`src/rtl/seg_scan_pkg.sv`:
```
// Shared constants and types for the 8-digit 7-segment scan controller.
// Imported by the scan scheduler and its leading-zero mask helper.
package seg_scan_pkg;
    localparam int NUM_DIGITS = 8;
    localparam int BCD_W = 4;
    localparam logic [7:0] CATHODE_OFF = 8'hFF;

    typedef enum logic {
        SCAN_DEAD,
        SCAN_ON
    } scan_state_t;
endpackage

```
`src/rtl/seg_lz_mask.sv`:
```
// Leading-zero mask: bit i set when nibbles i..7 of the frame are all zero.
// Digit 0 is never marked, so a zero frame still shows a single 0.
module seg_lz_mask
    import seg_scan_pkg::*;
(
    input  logic [NUM_DIGITS*BCD_W-1:0] frame,
    output logic [NUM_DIGITS-1:0]       mask
);

    logic run;

    always_comb begin
        mask = '0;
        run = 1'b1;
        for (int i = NUM_DIGITS - 1; i >= 1; i--) begin
            run = run & (frame[i*BCD_W +: BCD_W] == 4'd0);
            mask[i] = run;
        end
    end

endmodule

```
`src/rtl/seg_scan_ctrl.sv`:
```
// Digit scan scheduler: slot timing, dead time, PWM brightness, leading-zero
// blanking and a double-buffered BCD frame loaded over valid/ready.
module seg_scan_ctrl
    import seg_scan_pkg::*;
#(
    parameter int SLOT_CYCLES = 8192,
    parameter int DEAD_CYCLES = 64
) (
    input  logic        clk,
    input  logic        rst_n,
    input  logic [31:0] frame_data,
    input  logic        frame_valid,
    output logic        frame_ready,
    input  logic [3:0]  brightness,
    input  logic        lz_blank_en,
    output logic [3:0]  digit_bcd,
    output logic        seg_blank,
    output logic [7:0]  seg_cathode,
    output logic        frame_start
);

    localparam int CW = $clog2(SLOT_CYCLES);

    logic [CW-1:0] slot_cnt;
    logic [CW-1:0] slot_next;
    logic [2:0]    digit_idx;
    scan_state_t   state;
    scan_state_t   state_next;
    logic [31:0]   active;
    logic [31:0]   pend_buf;
    logic          pend;
    logic [7:0]    zmask;
    logic [7:0]    zmask_next;
    logic          wrap;
    logic          boundary;
    logic          xfer;
    logic          lit;

    assign slot_next = slot_cnt + CW'(1);
    assign wrap      = (slot_cnt == CW'(SLOT_CYCLES - 1));
    assign boundary  = wrap && (digit_idx == 3'd7);
    assign xfer      = frame_valid && frame_ready;

    // Mask is computed from the frame about to become active, then latched.
    seg_lz_mask u_lz_mask (
        .frame (pend_buf),
        .mask  (zmask_next)
    );

    always_ff @(posedge clk) begin
        if (!rst_n) begin
            state <= SCAN_DEAD;
        end else begin
            state <= state_next;
        end
    end

    always_comb begin
        state_next = state;
        unique case (state)
            SCAN_DEAD: if (slot_next == CW'(DEAD_CYCLES)) state_next = SCAN_ON;
            SCAN_ON:   if (wrap) state_next = SCAN_DEAD;
        endcase
    end

    assign lit = (state == SCAN_ON)
              && (slot_cnt[CW-1 -: 4] < brightness)
              && !(lz_blank_en && zmask[digit_idx]);

    always_ff @(posedge clk) begin
        if (!rst_n) begin
            slot_cnt    <= '0;
            digit_idx   <= '0;
            active      <= '0;
            pend_buf    <= '0;
            pend        <= 1'b0;
            zmask       <= 8'hFE;
            frame_ready <= 1'b0;
            seg_cathode <= CATHODE_OFF;
            seg_blank   <= 1'b1;
            digit_bcd   <= '0;
            frame_start <= 1'b0;
        end else begin
            slot_cnt <= slot_next;
            if (wrap) digit_idx <= digit_idx + 3'd1;
            if (boundary && pend) begin
                active <= pend_buf;
                zmask  <= zmask_next;
            end
            if (xfer) begin
                pend_buf <= frame_data;
                pend     <= 1'b1;
            end else if (boundary) begin
                pend <= 1'b0;
            end
            frame_ready <= ~(xfer | (pend & ~boundary));
            seg_cathode <= lit ? ~(8'b1 << digit_idx) : CATHODE_OFF;
            seg_blank   <= ~lit;
            digit_bcd   <= active[digit_idx*BCD_W +: BCD_W];
            frame_start <= (slot_cnt == '0) && (digit_idx == 3'd0);
        end
    end

endmodule

```
`config.mk`:
```
export PLATFORM = sky130hd
export DESIGN_NAME = seg_scan_ctrl
export DESIGN_NICKNAME = d
export VERILOG_FILES = /design/src/rtl/seg_scan_pkg.sv /design/src/rtl/seg_lz_mask.sv /design/src/rtl/seg_scan_ctrl.sv
export SDC_FILE = /design/constraint.sdc
export NUM_CORES = 1
export LEC_CHECK = 0
export CORE_MARGIN = 2
export CORE_UTILIZATION = 25
export DETAILED_ROUTE_END_ITERATION = 8
export PLACE_DENSITY = 0.43
export REMOVE_ABC_BUFFERS = 1
export SYNTH_ARGS = -nofsm -noshare
export SYNTH_HDL_FRONTEND = slang
export SYNTH_SLANG_ARGS = --single-unit
```
`constraint.sdc`:
```
create_clock -name clk -period 2.33 [get_ports clk]
set_input_delay 0.3495 -clock clk [delete_from_list [all_inputs] [get_ports clk]]
set_output_delay 0.3495 -clock clk [all_outputs]
set_load 0.005 [all_outputs]
```
## After elaboration in Yosys (flattened, before gate mapping)

Cells that the tools add are included.

- Muxes and demuxes: 7
- Reduce and logical (&&, ||, !) cells: 19
- Add/subtract/negate cells: 2
- Bitwise gates (word level): 13
- Equal/unequal tests: 3
- Shift-type cells: 2
- $lt $le $gt $ge: 2

Operator list:

| cell | count |
|---|---|
| $shiftx A32 B6 Y4 | 1 |
| $logic_not A4 Y1 | 7 |
| $add A13 B1 Y13 const B | 1 |
| $eq A13 B13 Y1 const B | 1 |
| $eq A13 B7 Y1 const B | 1 |
| $logic_not A13 Y1 | 1 |
| $not A8 Y8 | 1 |
| $shl A1 B3 Y8 const A | 1 |
| $and A1 B1 Y1 | 7 |
| $logic_and A1 B1 Y1 | 7 |
| $mux W1 | 5 |
| $lt A3 B4 Y1 const B | 1 |
| $lt A4 B4 Y1 | 1 |
| $not A1 Y1 | 4 |
| $add A3 B1 Y3 const B | 1 |
| $bmux W1 S3 | 1 |
| $eq A3 B3 Y1 const B | 1 |
| $logic_not A3 Y1 | 1 |
| $pmux W1 S2 | 1 |
| $reduce_and A2 Y1 | 1 |
| $reduce_bool A2 Y1 | 1 |
| $logic_not A1 Y1 | 1 |
| $or A1 B1 Y1 | 1 |

- Logic and storage cells: 60
- Input bits: 40
- Register bits: 104

## Depth between registers and ports, before layout

Gate-level depths: netlist of the first run.

- Depth after elaboration: 7
- Mapped depth: 8

## By module

Synthesis of the first run repeated with hierarchy kept, for this count alone.

- Cell total of the unflattened synthesis: 544
- Area, all modules: 4,808.4 um^2

Modules (own cells, without submodules):

| module | cells an instance | sequential area each (um^2) | area each (um^2) | instances |
|---|---|---|---|---|
| seg_scan_ctrl | 525 | 2,102.0 | 4,668.2 | 1 |
| seg_lz_mask | 19 | 0.0 | 140.1 | 1 |

## Least setup slack after synthesis of the first run

OpenSTA, ideal clock, no wires.

- Path type: register to register
- From: reg slot_cnt[0]
- To: reg active[18]
- Clock period less this slack: 1.815 ns
- Data arrival time: 1.749 ns
- Path slack: 0.515 ns
- Setup time: 0.066 ns
- Cell stages (with the launch flop): 9
- Cells stage by stage: dfxtp_1 ha_1 nand4_4 nor3_4 and4_4 buf_12 buf_12 nand2_2 a21boi_2

- Cells in the longest elaborated chain, start to end: 3

Ends and longest elaborated chain:

| item | RTL line | RTL |
|---|---|---|
| from (decl) | seg_scan_ctrl.sv:24 | `logic [CW-1:0] slot_cnt;` |
| from (signal assigned) | seg_scan_ctrl.sv:84 | `slot_cnt <= slot_next;` |
| $eq A13 B13 Y1 | seg_scan_ctrl.sv:40 | `assign wrap = (slot_cnt == CW'(SLOT_CYCLES - 1));` |
| $logic_and A1 B1 Y1 | seg_scan_ctrl.sv:41 | `assign boundary = wrap && (digit_idx == 3'd7);` |
| $logic_and A1 B1 Y1 | seg_scan_ctrl.sv:86 | `if (boundary && pend) begin` |
| to (signal assigned) | seg_scan_ctrl.sv:87 | `active <= pend_buf;` |
| to (decl) | seg_scan_ctrl.sv:29 | `logic [31:0] active;` |

Every way passes these cells.
A chain may end at the register's enable or synchronous reset.

## Worst setup path in the final report of the first run

- From: reg slot_cnt[0]
- To: reg active[23]

Same word-level chain as after synthesis.

==> results of run 1 <==
-- cell type report --
type,instances,area (um^2)
Sequential cell,104,2080
Inverter,13,48.8
Clock buffer,11,253
Timing Repair Buffer,71,688
Multi-Input combinational cell,352,2380
Fill cell,1938,12700
Clock inverter,3,90.1
Tap cell,234,293
-- flip-flops by register name, indices dropped and copies added (netlist names) --
| name | cells |
|---|---|
| digit_bcd | 4 |
| frame_ready | 1 |
| slot_cnt | 13 |
| digit_idx | 3 |
| frame_start | 1 |
| state | 1 |
| pend_buf | 32 |
| seg_cathode | 8 |
| pend | 1 |
| seg_blank | 1 |
| zmask | 7 |
| active | 32 |
-- synth_stat cells (2+ instances only) --
cell type  count
buf_1          2
dfxtp_1      104
buf_12         3
mux2_2         2
nand2_2       14
mux2i_1        2
mux4_2         9
o211ai_1       2
a21o_1         2
and2_1        15
nor4_1         9
nand4_1        3
ha_1          12
nand2b_1       2
o31ai_1        2
and3_1         3
a21boi_2      26
nor2_1         8
nand3b_1       2
nor3_1         3
o211a_1        2
nand2_1      139
inv_1         12
xnor2_1        7
nor4b_1        2
xor2_1         6
nand3_1       18
or4_1          2
clkbuf_1      20
a21boi_0      42
nor2b_1        4
buf_2          4
-- final timing paths --
kind | start | to | depth (start not counted)
max | slot_cnt[0] | active[23] | 7
min | rst_n | slot_cnt[10] | 2
max reg2reg | slot_cnt[0] | active[23] | 7
min reg2reg | active[4] | active[4] | 2
-- worst register-to-register path, delay by kind of cell (launching register included) --
| kind | cells | cell delay, ns |
|---|---|---|
| flip-flops | 1 | 0.43 |
| AND/OR/NAND/NOR | 4 | 0.90 |
| buffers and inverters | 1 | 0.25 |
| adder cells (fa/ha/maj) | 1 | 0.32 |
| AO/OA/AOI/OAI | 1 | 0.11 |
-- power by group through the flow --
stage	logic, mW	registers [mW]	clock network [mW]
floorplan	0.105	1.88	0
global placement	0.244	1.89	0
detailed placement	0.246	1.89	0
CTS	0.247	1.85	1.80
global route	0.271	1.85	1.87
finish	0.240	1.85	1.73
-- logic make-up after synthesis --
family	after synthesis	share of synthesized area
xor+xnor	13	0.0243
buf+inv	44	0.0498
fa+ha+maj	12	0.0320
simple gates	231	0.240
flops	104	0.443
compound gates	83	0.159
mux	13	0.0522
-- metrics by stage --
stage / utilization / hold WS [ns] / setup TNS [ns]
floorplan: - / 0.421 / -6.67
global placement: 0.295 / 0.451 / 0
detailed placement: 0.295 / 0.458 / 0
CTS: 0.314 / 0.337 / 0
global route: 0.314 / 0.346 / 0
finish: 0.314 / 0.345 / 0
-- cells in the final DEF (no fill, tap or decap), types with 3 or more instances in the layout --
cell / instances
nand3_1: 18
xor2_1: 6
clkdlybuf4s50_1: 53
mux4_2: 9
nor3_1: 3
nor4_1: 9
nand2_1: 139
buf_4: 15
inv_1: 12
and3_1: 3
ha_1: 12
nand4_1: 3
dfxtp_1: 104
a21boi_2: 26
bufinv_16: 3
xnor2_1: 7
nor2b_1: 4
nor2_1: 8
and2_1: 15
nand2_2: 14
a21boi_0: 42
clkbuf_16: 9
-- per-layer routing --
layer | wire (um) | part of all wire | track usage | vias to the layer above
met2 | 4990 | 0.47 | 0.185 | 52
met1 | 5180 | 0.48 | 0.147 | 1607
met3 | 383 | 0.036 | 0.0279 | 11
li1 | - | - | - | 1774
met4 | 150 | 0.014 | 0.0426 | 0
met5 | 0 | 0 | 0 | -
==> results.cfg, run 1 <==
[pwr]
p_leak_nw = 2.11
swShare = 0.203
p_total_mw = 3.82
p_per_area_nw_per_um2 = 655
seq_power_share = 0.483
p_clk_frac = 0.454
vdd_drop_max_v = 0.000286
power.switching_uw = 775
p_int_mw = 3.04
p_comb_frac = 0.063

[global_route]
grt_pass1_vias = 3489
grt_pass1_wl_um = 17900
antenna_found_initial = 0
grt_max_degree = 68
grtUsageTotal = 0.114
overflow = 0

[clock_tree]
cts_resized = 0
post_cts_buffers = 0
hold_buffers = 0
clkTransAtPathRegs_ns = 0.06
htree_levels = 3
cts_buffer_depth = 2
tritoncts = yes
cts.sinks = 104
clock_latency_ns = 0.35
root_buffer = clkbuf_16
cts_made_buffers = 9

[worst_setup_path]
crit_chain = ha_1 -> nand4_4 -> nor3_4 -> and4_4 -> buf_4 -> nand2_2 -> a21boi_2
cp_num_buf_inv = 1
slowest_stage = dfxtp_1
critical_path.top_delay_family = simple AND/OR/NAND/NOR gates
start_kind = register
path_max_fanout = 15
cp.arrival_ns = 2.35
crit_path_end_kind = register
cp_slowest_stage_delay_ns = 0.43
ff2ff_setup_slack_ns = 0.27
critical_path_required_ns = 2.62
crit_type = register to register

[synth]
synth.avg_cell_area_um2 = 9.39
ys.flop_type = dfxtp_1
synth_edf_count = 0
ys_seq_area_frac = 0.443
ys_seq_elements = 104
synth_area_leaders = dfxtp_1 44%, nand2_1 11%, a21boi_0 6.7%
postSynthCellCount = 500
synth.distinct_cells = 49
synth_area_um2 = 4690
synth_top_area_frac = 0.443
ys.warnings.count = 0
yosys.area.top_type = dfxtp_1
async_flop_share = 0

[detailed_routing]
drc = 0
avgViaCountPerCell = 4.37
via_count = 3444
drt_iter0_drc = 217
drt_wl_total_um = 10700
wire_per_inst_um = 13.6
ant_nets = 0
firstDrtPassIters = 6

[finish]
design_area_um2 = 5830
drive_gt1_frac = 0.166
area_delta_synth_final_pct = 24.3
fin_nets = 603
antenna_cells = 0
final_cells = 788

[placed_design]
place_congestion = 0.745
dp_cells = 774
dpl_cell_area_um2 = 5490
portBuffers = 54
post-place-ws_ns = 0.168
dpl.hpwl_um = 7620

[floorplanning]
initial_utilization = 0.253
fp.dieArea_um2 = 19900
io_pins = 55
fp.dieH_um = 141
row_count = 50
die_w_um = 141
core_area_um2 = 18600

[timing]
report.final.slew_viol_count = 0
clock_skew_ns = 0.00739
clock.fmax_mhz = 484
setup_ws_ns = 0.266
fin_crit_sh = 0.886
min_period_ns = 2.06
worst_pin_slew_ns = 0.595
hold_viol = 0
slew_headroom = 0.600
rsz0062_at_grt = false
finalSetupViolCount = 0

[run_status]
status = complete, no violations

[min_path]
hp-class = primary input to register

[job]
maxCapViolCount = 0
(Power assumes the default switching activity.)
==> inputs of run 2 (changes only) <==
--- a/config.mk
+++ b/config.mk
@@ -5,6 +5,7 @@
 export SDC_FILE = /design/constraint.sdc
 export NUM_CORES = 1
 export LEC_CHECK = 0
+export CAP_MARGIN = 40
 export CORE_MARGIN = 2
 export CORE_UTILIZATION = 25
 export DETAILED_ROUTE_END_ITERATION = 8
==> results of run 2 <==
Final layout, timing and power as in run 1 (identical DEF).
==> inputs of run 3 (changes only) <==
--- a/config.mk
+++ b/config.mk
@@ -6,7 +6,6 @@
 export NUM_CORES = 1
 export LEC_CHECK = 0
 export CAP_MARGIN = 40
-export CORE_MARGIN = 2
 export CORE_UTILIZATION = 25
 export DETAILED_ROUTE_END_ITERATION = 8
 export PLACE_DENSITY = 0.43
==> run 3 against run 2 <==
The flow now finishes with violations (design-rule violations). Cell area fell by 0.62%. Sequential share of layout area is 0.22 points higher. Count of clock-buffer cells in the layout did not move. Final cell count fell by 0.51%. Clock power is 9% lower. Clock skew shrank 0.00065 ns. Sequential power barely moved. Die area decreased by 2.8%. Fmax up 0.84%. Global-route usage barely moved.
==> results.cfg, run 3 (same netlist as run 1, synthesis figures left out) <==
[run_status]
status = finished with violations
failed_checks = design-rule violations

[floorplanning]
row_count = 49
initial_utilization = 0.258
die_w_um = 139
core_area_um2 = 18200
fp.dieH_um = 139
fp.dieArea_um2 = 19300
io_pins = 55

[worst_setup_path]
cp_num_buf_inv = 2
slowest_stage = dfxtp_1
cp_common_cell = buf_4
cp.arrival_ns = 2.27
critical_path_required_ns = 2.55
critical_path.top_delay_family = simple AND/OR/NAND/NOR gates
path_max_fanout = 40
crit_type = register to register
start_kind = register
crit_path_end_kind = register
crit_chain = ha_1 -> nand4_4 -> nor3_4 -> buf_4 -> nand4_1 -> buf_4 -> nand2_1 -> o211ai_1
cp_slowest_stage_delay_ns = 0.44

[finish]
antenna_cells = 0
final_cells = 784
fillers = 1893
design_area_um2 = 5800
utilization = 0.318
top_regs = active (32), pend_buf (32), slot_cnt (13)
fin_nets = 602
final_cell_mix = 139 x nand2_1, 104 x dfxtp_1, 53 x clkdlybuf4s50_1
drive_gt1_frac = 0.168
area_delta_synth_final_pct = 23.5
final_common_cell = nand2_1

[global_route]
grt_use_met3 = 0.0304
gr-max-usage-layer = met2
grtUsageTotal = 0.115
grt_pass1_vias = 3460
antenna_found_initial = 0
grtUsageMet2 = 0.185
grt_max_degree = 73
grt_pass1_wl_um = 17500
met1_usage = 0.147
overflow = 0

[pwr]
p_per_area_nw_per_um2 = 630
p_leak_nw = 2.09
vdd_drop_max_v = 0.000340

[placed_design]
dp_cells = 768
place_congestion = 0.792
post-place-ws_ns = 0.148
dpl_cell_area_um2 = 5490
dpl.hpwl_um = 7410
portBuffers = 54

[min_path]
hp-class = primary input to register

[clock_tree]
clkTransAtPathRegs_ns = 0.07
clock_latency_ns = 0.35
htree_levels = 3
cts_resized = 0
cts.sinks = 104
hold_buffers = 0
cts_made_buffers = 9
post_cts_buffers = 0
tritoncts = yes
cts_buffer_depth = 2
root_buffer = clkbuf_16

[timing]
report.final.slew_viol_count = 0
hold_viol = 0
holdWs_ns = 0.429
worst_pin_slew_ns = 0.590
min_period_ns = 2.05
clock_skew_ns = 0.00674
clock.fmax_mhz = 488
rsz0062_at_grt = false
setup_ws_ns = 0.283
fin_crit_sh = 0.879
slew_headroom = 0.603
finalSetupViolCount = 0

[job]
maxCapViolCount = 0

[detailed_routing]
drt_wl_total_um = 10400
via_count = 3401
wire_per_inst_um = 13.2
ant_nets = 0
avgViaCountPerCell = 4.34
firstDrtPassIters = 6
drc = 4
drt_iter0_drc = 139
run 3: metal layers:
layer	part of all wire	routed length, um	up-vias
met3	0.034	352	12
met2	0.45	4690	46
li1	-	-	1781
met5	0	0	-
met1	0.50	5160	1562
met4	0.015	155	0
run 3: layout make-up:
class                   instances  area (um^2)  share of cell area
clock inverters                 5         55.1             0.00950
clock buffers                  11          253              0.0436
inverters                      13         48.8             0.00842
repair buffers                 70          693               0.120
flip-flops and latches        104         2080               0.359
well taps                     229          287              0.0494
multi-input cells             352         2380               0.410
run 3: path summary, 6_finish.rpt:
path / start / end / slack (ns) / cells after the start
max: slot_cnt[0] / zmask[4] / 0.28 / 8
min: rst_n / slot_cnt[5] / 0.43 / 2
max reg2reg: slot_cnt[0] / zmask[4] / 0.28 / 8
min reg2reg: active[31] / active[31] / 0.46 / 2
run 3: where the power goes:
group          leakage [nW]  internal (mW)  switching, mW
combinational          1.10          0.135          0.107
clock                 0.148          0.888          0.677
sequential            0.843           1.81         0.0313
total                  2.09           2.84          0.816
run 3: metrics by stage:
step,setup TNS [ns],total power [mW]
2_1_floorplan,-6.67,1.98
3_3_place_gp,0,2.13
3_5_place_dp,0,2.13
4_1_cts,0,3.72
5_1_grt,0,3.82
6_report,0,3.65
